### config.mk
export PLATFORM = sky130hd
export DESIGN_NAME = pulse_train_gen_flat
export DESIGN_NICKNAME = d
export VERILOG_FILES = /design/src/rtl/pulse_train_gen_pkg.sv /design/src/rtl/pulse_train_gen_if.sv /design/src/rtl/pulse_train_gen_phase_counter.sv /design/src/rtl/pulse_train_gen.sv /design/src/flat_wrapper.sv
export SDC_FILE = /design/constraint.sdc
export NUM_CORES = 1
export LEC_CHECK = 0
export BUFFER_PORTS_ARGS = -buffer_cell sky130_fd_sc_hd__buf_2
export CORE_MARGIN = 3
export CORE_UTILIZATION = 46
export DETAILED_ROUTE_END_ITERATION = 10
export PLACE_DENSITY = 0.65
export REMOVE_ABC_BUFFERS = 1
export SLEW_MARGIN = 0
export SYNTH_ARGS = -nofsm -noshare
export SYNTH_HDL_FRONTEND = slang
export SYNTH_SLANG_ARGS = --single-unit
### constraint.sdc
create_clock -name clk -period 3.17 [get_ports clk]
set_clock_uncertainty 0.2 [all_clocks]
set_input_delay 0.1585 -clock clk [delete_from_list [all_inputs] [get_ports clk]]
set_output_delay 0.1585 -clock clk [all_outputs]
set_load 0.02 [all_outputs]
### src/rtl/pulse_train_gen_pkg.sv
`default_nettype none
// ============================================================================
//  pulse_train_gen_pkg
//  Shared state encoding for the pulse-train generator.
//  Revision: 1.0
// ============================================================================
package pulse_train_gen_pkg;

    localparam int CNT_W_DEFAULT = 8;

    typedef enum logic [1:0] {
        ST_IDLE = 2'd0,
        ST_HIGH = 2'd1,
        ST_LOW  = 2'd2
    } state_e;

endpackage
`default_nettype wire

### src/rtl/pulse_train_gen_if.sv
`default_nettype none
// ============================================================================
//  pulse_train_gen_if
//  Command/config inputs and waveform/status outputs of the pulse-train generator.
//  Revision: 1.0
// ============================================================================
interface pulse_train_gen_if #(
    parameter int CNT_W = 8
) ();
    logic             start;
    logic             stop;
    logic [CNT_W-1:0] high_cycles;
    logic [CNT_W-1:0] low_cycles;
    logic [CNT_W-1:0] pulse_count;
    logic             out;
    logic             busy;
    logic             done;

    modport master (
        output start, stop, high_cycles, low_cycles, pulse_count,
        input  out, busy, done
    );

    modport slave (
        input  start, stop, high_cycles, low_cycles, pulse_count,
        output out, busy, done
    );
endinterface
`default_nettype wire

### src/rtl/pulse_train_gen_phase_counter.sv
`default_nettype none
// ============================================================================
//  pulse_train_gen_phase_counter
//  Loadable down-counter with zero flag; saturates at zero instead of wrapping.
//  Revision: 1.0
// ============================================================================
module pulse_train_gen_phase_counter #(
    parameter int W = 8
) (
    input  wire logic         clk,
    input  wire logic         nrst,
    input  wire logic         load_i,
    input  wire logic [W-1:0] val_i,
    input  wire logic         dec_i,
    output logic      [W-1:0] cnt_o,
    output logic              zero_o
);
    logic [W-1:0] cnt_q;
    logic [W-1:0] cnt_d;

    always_comb begin
        cnt_d = cnt_q;
        if (load_i) begin
            cnt_d = val_i;
        end else if (dec_i && (cnt_q != '0)) begin
            cnt_d = cnt_q - W'(1);
        end
    end

    always_ff @(posedge clk or negedge nrst) begin
        if (!nrst) begin
            cnt_q <= '0;
        end else begin
            cnt_q <= cnt_d;
        end
    end

    assign cnt_o  = cnt_q;
    assign zero_o = (cnt_q == '0);
endmodule
`default_nettype wire

### src/rtl/pulse_train_gen.sv
`default_nettype none
// ============================================================================
//  pulse_train_gen
//  Programmable train of N pulses, H cycles high / L cycles low, on a start command.
//  Revision: 1.0
// ============================================================================
module pulse_train_gen
    import pulse_train_gen_pkg::*;
#(
    parameter int CNT_W = 8
) (
    input  wire logic         clk,
    input  wire logic         nrst,
    pulse_train_gen_if.slave  bus
);
    state_e           state_q, state_d;
    logic             done_q, done_d;
    logic [CNT_W-1:0] high_q, low_q;
    logic             cfg_load;

    logic             ph_load, ph_dec, ph_zero;
    logic [CNT_W-1:0] ph_val;
    logic [CNT_W-1:0] ph_cnt_unused;

    logic             rem_load, rem_dec, rem_zero;
    logic [CNT_W-1:0] rem_val, rem_cnt;
    logic             rem_last;

    // A zero phase length behaves as one cycle, so the loaded count is max(v,1)-1.
    function automatic logic [CNT_W-1:0] eff_m1(input logic [CNT_W-1:0] v);
        return (v == '0) ? '0 : v - CNT_W'(1);
    endfunction

    assign rem_last = rem_zero || (rem_cnt == CNT_W'(1));

    always_comb begin
        state_d  = state_q;
        done_d   = 1'b0;
        cfg_load = 1'b0;
        ph_load  = 1'b0;
        ph_val   = '0;
        ph_dec   = 1'b0;
        rem_load = 1'b0;
        rem_val  = '0;
        rem_dec  = 1'b0;

        if (bus.stop) begin
            state_d = ST_IDLE;
        end else begin
            case (state_q)
                ST_IDLE: begin
                    if (bus.start) begin
                        cfg_load = 1'b1;
                        if (bus.pulse_count != '0) begin
                            state_d  = ST_HIGH;
                            ph_load  = 1'b1;
                            ph_val   = eff_m1(bus.high_cycles);
                            rem_load = 1'b1;
                            rem_val  = bus.pulse_count;
                        end else begin
                            done_d = 1'b1;
                        end
                    end
                end
                ST_HIGH: begin
                    if (!ph_zero) begin
                        ph_dec = 1'b1;
                    end else begin
                        state_d = ST_LOW;
                        ph_load = 1'b1;
                        ph_val  = eff_m1(low_q);
                    end
                end
                ST_LOW: begin
                    if (!ph_zero) begin
                        ph_dec = 1'b1;
                    end else if (rem_last) begin
                        state_d = ST_IDLE;
                        done_d  = 1'b1;
                    end else begin
                        state_d = ST_HIGH;
                        rem_dec = 1'b1;
                        ph_load = 1'b1;
                        ph_val  = eff_m1(high_q);
                    end
                end
                default: state_d = ST_IDLE;
            endcase
        end
    end

    always_ff @(posedge clk or negedge nrst) begin
        if (!nrst) begin
            state_q <= ST_IDLE;
            done_q  <= 1'b0;
            high_q  <= '0;
            low_q   <= '0;
        end else begin
            state_q <= state_d;
            done_q  <= done_d;
            if (cfg_load) begin
                high_q <= bus.high_cycles;
                low_q  <= bus.low_cycles;
            end
        end
    end

    pulse_train_gen_phase_counter #(.W(CNT_W)) u_phase (
        .clk    (clk),
        .nrst   (nrst),
        .load_i (ph_load),
        .val_i  (ph_val),
        .dec_i  (ph_dec),
        .cnt_o  (ph_cnt_unused),
        .zero_o (ph_zero)
    );

    pulse_train_gen_phase_counter #(.W(CNT_W)) u_rem (
        .clk    (clk),
        .nrst   (nrst),
        .load_i (rem_load),
        .val_i  (rem_val),
        .dec_i  (rem_dec),
        .cnt_o  (rem_cnt),
        .zero_o (rem_zero)
    );

    assign bus.out  = (state_q == ST_HIGH);
    assign bus.busy = (state_q != ST_IDLE);
    assign bus.done = done_q;
endmodule
`default_nettype wire

### src/flat_wrapper.sv
// flat-port wrapper written by rule: the top's interface ports become plain ports
module pulse_train_gen_flat import pulse_train_gen_pkg::*;
#(
    parameter int CNT_W = 8
)
  (clk, nrst, bus_start, bus_stop, bus_high_cycles, bus_low_cycles, bus_pulse_count, bus_out, bus_busy, bus_done);
  pulse_train_gen_if #(.CNT_W(CNT_W)) bus_i ();
  input  wire logic clk;
  input  wire logic nrst;
  input wire logic [$bits(bus_i.start)-1:0] bus_start;
  input wire logic [$bits(bus_i.stop)-1:0] bus_stop;
  input wire logic [$bits(bus_i.high_cycles)-1:0] bus_high_cycles;
  input wire logic [$bits(bus_i.low_cycles)-1:0] bus_low_cycles;
  input wire logic [$bits(bus_i.pulse_count)-1:0] bus_pulse_count;
  output wire logic [$bits(bus_i.out)-1:0] bus_out;
  output wire logic [$bits(bus_i.busy)-1:0] bus_busy;
  output wire logic [$bits(bus_i.done)-1:0] bus_done;
  assign bus_i.start = bus_start;
  assign bus_i.stop = bus_stop;
  assign bus_i.high_cycles = bus_high_cycles;
  assign bus_i.low_cycles = bus_low_cycles;
  assign bus_i.pulse_count = bus_pulse_count;
  assign bus_out = bus_i.out;
  assign bus_busy = bus_i.busy;
  assign bus_done = bus_i.done;
  pulse_train_gen #(.CNT_W(CNT_W)) u_core (.clk(clk), .nrst(nrst), .bus(bus_i));
endmodule
* Word level (Yosys, flattened, before mapping)
Cells that the tools add are included.
** Storage, ports and cells
- Flip-flop bits (word level) :: 35
- Input bits :: 28
- Output and inout port bits :: 3
- Word-level logic and storage cells :: 83
** Operators by class
- Add/sub/neg operators :: 5
- Equal/unequal tests :: 7
- Mux-type cells :: 48
- Reductions and logical operators :: 17
** Operator list (count)
- $mux W8 :: 17
- $logic_not A8 Y1 :: 5
- $sub A8 B1 Y8 const B :: 5
- $pmux W8 S3 :: 1
- $reduce_bool A8 Y1 :: 3
- $mux W1 :: 22
- $mux W2 :: 5
- $ne A3 B2 Y1 const B :: 3
- $eq A8 B1 Y1 const B :: 1
- $pmux W2 S3 :: 1
- $reduce_bool A2 Y1 :: 3
- $reduce_and A4 Y1 :: 1
- $ne A3 B3 Y1 const B :: 1
- $pmux W1 S3 :: 1
- $eq A2 B1 Y1 const B :: 1
- $eq A2 B2 Y1 const B :: 1
- $logic_and A1 B1 Y1 :: 2
- $logic_not A2 Y1 :: 1
- $pmux W1 S2 :: 1
- $reduce_or A2 Y1 :: 1
- $logic_or A1 B1 Y1 :: 1

* Depth between registers and ports, before layout
- Depth after elaboration :: 9
- Depth in mapped cells :: 8
- Depth with buffers taken out :: 7

* Modules after synthesis
From an unflattened synthesis, not the netlist that was laid out.
** Unflattened totals
- Cell total of the unflattened synthesis :: 312
- Area, all modules :: 2725.1 sq um
** By module, submodules not included
- pulse_train_gen :: instances 1, cells each 179, area each 1577.8 sq um, sequential area each 475.5 sq um
- pulse_train_gen_phase_counter at u_core.u_phase :: instances 1, cells each 68, area each 575.6 sq um, sequential area each 200.2 sq um
- pulse_train_gen_phase_counter at u_core.u_rem :: instances 1, cells each 65, area each 571.8 sq um, sequential area each 200.2 sq um

* Least setup slack after synthesis
No wires, ideal clock.
- Path kind :: reg2reg
- Start point :: register u_core.u_rem.cnt_q[2], in the netlist u_core.u_rem.cnt_o[2]
- End point :: register u_core.u_phase.cnt_q[1], in the netlist u_core.u_phase.cnt_o[1]
- Setup time :: 0.125 ns
- Arrival time :: 1.919 ns
- Required time :: 2.845 ns
- Slack :: 0.926 ns
- Stages on the path, launching flop included :: 7
- Clock period less this slack :: 2.244 ns
- Cell sequence :: dfrtp_1 -> or3_4 -> o31a_1 -> and3_1 -> buf_2 -> a211o_1 -> mux2_4
** Between the ends
- Cells in the longest elaborated chain, start to end :: 7
- Elaborated cells on any way between the ends :: 13
- Classes of those cells :: 1 x eq/ne; 9 x mux; 3 x reduce/logical
** Ends and longest elaborated chain
- start, declared :: line pulse_train_gen_phase_counter.sv:18 : logic [W-1:0] cnt_q;
- start signal, assigned :: line pulse_train_gen_phase_counter.sv:34 : cnt_q <= cnt_d;
- $eq A8 B1 Y1 or $logic_not A8 Y1 (tied branches) :: line pulse_train_gen.sv:34, pulse_train_gen_phase_counter.sv:39
- $logic_or A1 B1 Y1 (*) :: line pulse_train_gen.sv:34 : assign rem_last = rem_zero || (rem_cnt == CNT_W'(1));
- $mux W8 or $mux W1 (tied branches) :: line pulse_train_gen.sv:77 : end else if (rem_last) begin
- $mux W8 or $mux W1 (tied branches) :: line pulse_train_gen.sv:75 : if (!ph_zero) begin
- $pmux W8 S3 or $pmux W1 S3 (tied branches) :: line pulse_train_gen.sv:50 : case (state_q)
- $mux W8 or $mux W1 (tied branches) :: line pulse_train_gen.sv:47 : if (bus.stop) begin
- $mux W8 or $reduce_bool A2 Y1 (tied branches)
- end signal, assigned :: line pulse_train_gen_phase_counter.sv:34
- end, declared :: line pulse_train_gen_phase_counter.sv:18
Mark *: on every way between the ends. The rest lies on a longest branch, timed or not.
A chain may end at the register's enable or synchronous reset.

* Worst setup path in the final report
- Start point :: register u_core.u_phase.cnt_q[0], in the netlist u_core.u_phase.cnt_o[0]
- End point :: register u_core.u_phase.cnt_q[1], in the netlist u_core.u_phase.cnt_o[1]
** Between the ends
- Cells in the longest elaborated chain, start to end :: 6
- Elaborated cells on any way between the ends :: 18
- Classes of those cells :: 1 x add/sub; 13 x mux; 4 x reduce/logical
** Ends and longest elaborated chain
- branches (longest 6 deep; another with $sub A8 B1 Y8)
Several ways; the timed one is not identified. The select of a mux whose other input is x is not followed.

==> metrics.md <==
| Metric | Value |
|---|---|
| Status | finished, final reports clean |
| Worst slew pin tran | 0.771 ns |
| Initial antenna violation count | 0 |
| Cells after synthesis | 258 |
| Setup violations, final | 0 |
| Sequential area share after synthesis | 0.354 |
| Crit end category | flip-flop |
| Placed Area | 2680 sq um |
| Clock period minus worst slack | 2.45 ns |
| RSZ-0062 raised after global routing | no |
| All-Layer GR Usage | 0.194 |
| GRT overflow | 0 |
| Synth top area share | 0.354 |
| Max-slew headroom | 0.486 |
| Hpwl dp | 4050 um |
| IO Count | 31 |
| Overall power | 2360 uW |
| CTS sink cnt | 35 |
| Vias in the first global route | 2032 |
| Slowest CP cell | a21boi_2 |
| Synth Flop Type | dfrtp_1 |
| Fin. Hold Viols | 0 |
| WS Path Type | flip-flop to flip-flop |
| Initial Util | 0.479 |
| Netlist Area Pre-Place | 2480 sq um |
| Largest net degree at the start of global routing | 36 |
| Startpoint type of the worst setup path | flip-flop |
| # resized after CTS | 0 |
| Layout Nets | 351 |
| Crit-path cells | inv_1 > ha_1 > nor4b_2 > and2_1 > a21boi_4 > a21boi_2 > mux2_4 |
| Post-route clock period utilization | 0.772 |
| Total negative slack | 0 ns |
| Layout cells sized above 1 | 0.208 |
| CTS tree | yes |
| CP startpoint | u_core.u_phase.cnt_o[0] |
| Routed vias/inst | 5.45 |
| Max Cap Viol | 0 |
| DR vias | 2061 |
| Die W | 79.4 um |
| Core Area | 5170 sq um |
| Gp weighted congestion | 0.780 |
| F_max | 408 MHz |
| Syn avg cell area | 9.60 sq um |
| # DRC | 0 |
| Fin. max-slew vios | 0 |
| CTS buffer count | 5 |
| Asr flop ratio synth | 1.00 |
| Reg-to-reg startpoint | u_core.u_phase.cnt_o[0] |
| Clk root buf | clkbuf_8 |
| FP Rows | 26 |
| LEAKAGE | 0.00126 uW |
| Top post-synthesis cells by area | dfrtp_1, ha_1, mux2_2 |
| Hold Path Class | input port to flip-flop |
| Hold wc startpoint | bus_pulse_count[3] |
| Fin worst setup slack | 0.721 ns |
| H-tree depth | 2 |
| WL/cell | 14.4 um |
| Die height | 79.4 um |
| First-pass GRT wire length | 9580 um |
| Clock Path Buffers | 2 |
| Most common cell after layout, fill and taps aside | dfrtp_1 |
| Peak VDD IR | 0.445 mV |
| Die ar. | 6300 sq um |
| ANT nets after route | 0 |
| Crit-path max FO | 9 |
| Number of enable flip-flop cells after synthesis | 0 |
| N_diodes | 0 |
| Yosys warnings | 0 |
| Synth cell types | 51 |
| Yosys top cell by area | dfrtp_1 |
| Commonest cells after routing, fill and taps aside | dfrtp_1, buf_2, nor2_1 |
| Clk_lat worst skew | 0.29 ns |
| Synth Register Bits | 35 |
| Max stage delay on crit path | 0.49 ns |
| Post-CTS setup buffer count | 0 |
| Reg clk slew, reported paths | 0.07 ns |
| Layout Utilization | 0.573 |
| Dpl ws | 0.716 ns |
| Critical path data required time | 3.15 ns |
| Drt pass-1 iters | 4 |
| Post-layout instance area | 2960 sq um |
| Port Buf Inserts | 30 |
| Final WL | 5460 um |
| Synthesis-to-layout area growth | 19.5% |
| Arrival @ worst endpoint | 2.43 ns |
| Starting DRT DRC Count | 102 |
| PwrDens | 798 nW/um^2 |
-- final cells by class --
class	instances	area (sq um)
well taps	70	87.6
multi-input cells	200	1500
clock inverters	1	5.00
clock buffers	6	82.6
flip-flops and latches	35	876
fillers	476	2210
inverters	16	60.1
repair buffers	50	348
-- kinds of logic after synthesis --
family / after synthesis / synth area share
flip-flops: 35 / 0.354
AND/OR/NAND/NOR: 84 / 0.190
AO/OA/AOI/OAI: 58 / 0.168
multiplexers: 23 / 0.102
adder cells (fa/ha/maj): 15 / 0.0758
buffers and inverters: 23 / 0.0399
XOR/XNOR: 20 / 0.0707
-- cells in the mapped netlist (all sizes together), types with 7 or more instances --
library cell,instances
dfrtp,35
nor2,21
inv,16
nand2,16
o21ai,16
ha,15
mux2,14
nor3,12
xnor2,10
xor2,10
a21oi,9
mux2i,9
nand3,8
a221oi,7
-- layer usage --
metal / vias up / wire length, um / part of all wire / track usage
met5: - / 0 / 0 / 0
met4: 0 / 65 / 0.012 / 0.0567
met3: 5 / 207 / 0.038 / 0.0339
met2: 39 / 2470 / 0.45 / 0.294
met1: 978 / 2720 / 0.50 / 0.283
li1: 1039 / - / - / -
-- power breakdown --
group | total (uW) | switching, uW | internal [uW] | leakage (uW)
sequential | 881 | 225 | 656 | 0.000431
clock | 325 | 155 | 170 | 0.0000470
combinational | 1160 | 613 | 542 | 0.000778
total | 2360 | 993 | 1370 | 0.00126
-- per-stage QoR --
stage / hold WS, ns / instances
6_report: 0.0108 / 378
5_1_grt: 0.0386 / 378
4_1_cts: 0.0111 / 378
3_5_place_dp: 0.0851 / 352
3_3_place_gp: 0.0806 / 352
2_1_floorplan: -0.337 / 251
-- sequential cells by signal, summed over array words and instances, names as in the netlist --
signal,count
u_core.u_phase.cnt_o,8
u_core.low_q,8
u_core.bus.done,1
u_core.state_q,2
u_core.u_rem.cnt_o,8
u_core.high_q,8
-- critical path: cells and delay by family (launching register included) --
kind | cells | cell delay (ns)
mux | 1 | 0.34
compound gates | 2 | 0.61
simple gates | 2 | 0.55
flops | 1 | 0.40
fa+ha+maj | 1 | 0.14
buf+inv | 1 | 0.08
-- path summary, 6_finish.rpt --
check / endpoint / slack [ns] / cells after the start
min reg2reg: u_core.u_rem.cnt_o[7] / 0.33 / 1
min: u_core.u_rem.cnt_o[3] / 0.01 / 3
min in group asynchronous: u_core.low_q[0] / 0.28 / 2
max reg2reg: u_core.u_phase.cnt_o[1] / 0.72 / 7
max in group asynchronous: u_core.u_rem.cnt_o[0] / 1.99 / 2
max: u_core.u_phase.cnt_o[1] / 0.72 / 7
-- timing repair --
item | CTS | global route
setup endpoints to repair | 0 | 0
hold endpoints to repair | 52 | 0
hold buffers | 19 | 0
Note: power is estimated with default switching activity, not from simulation.
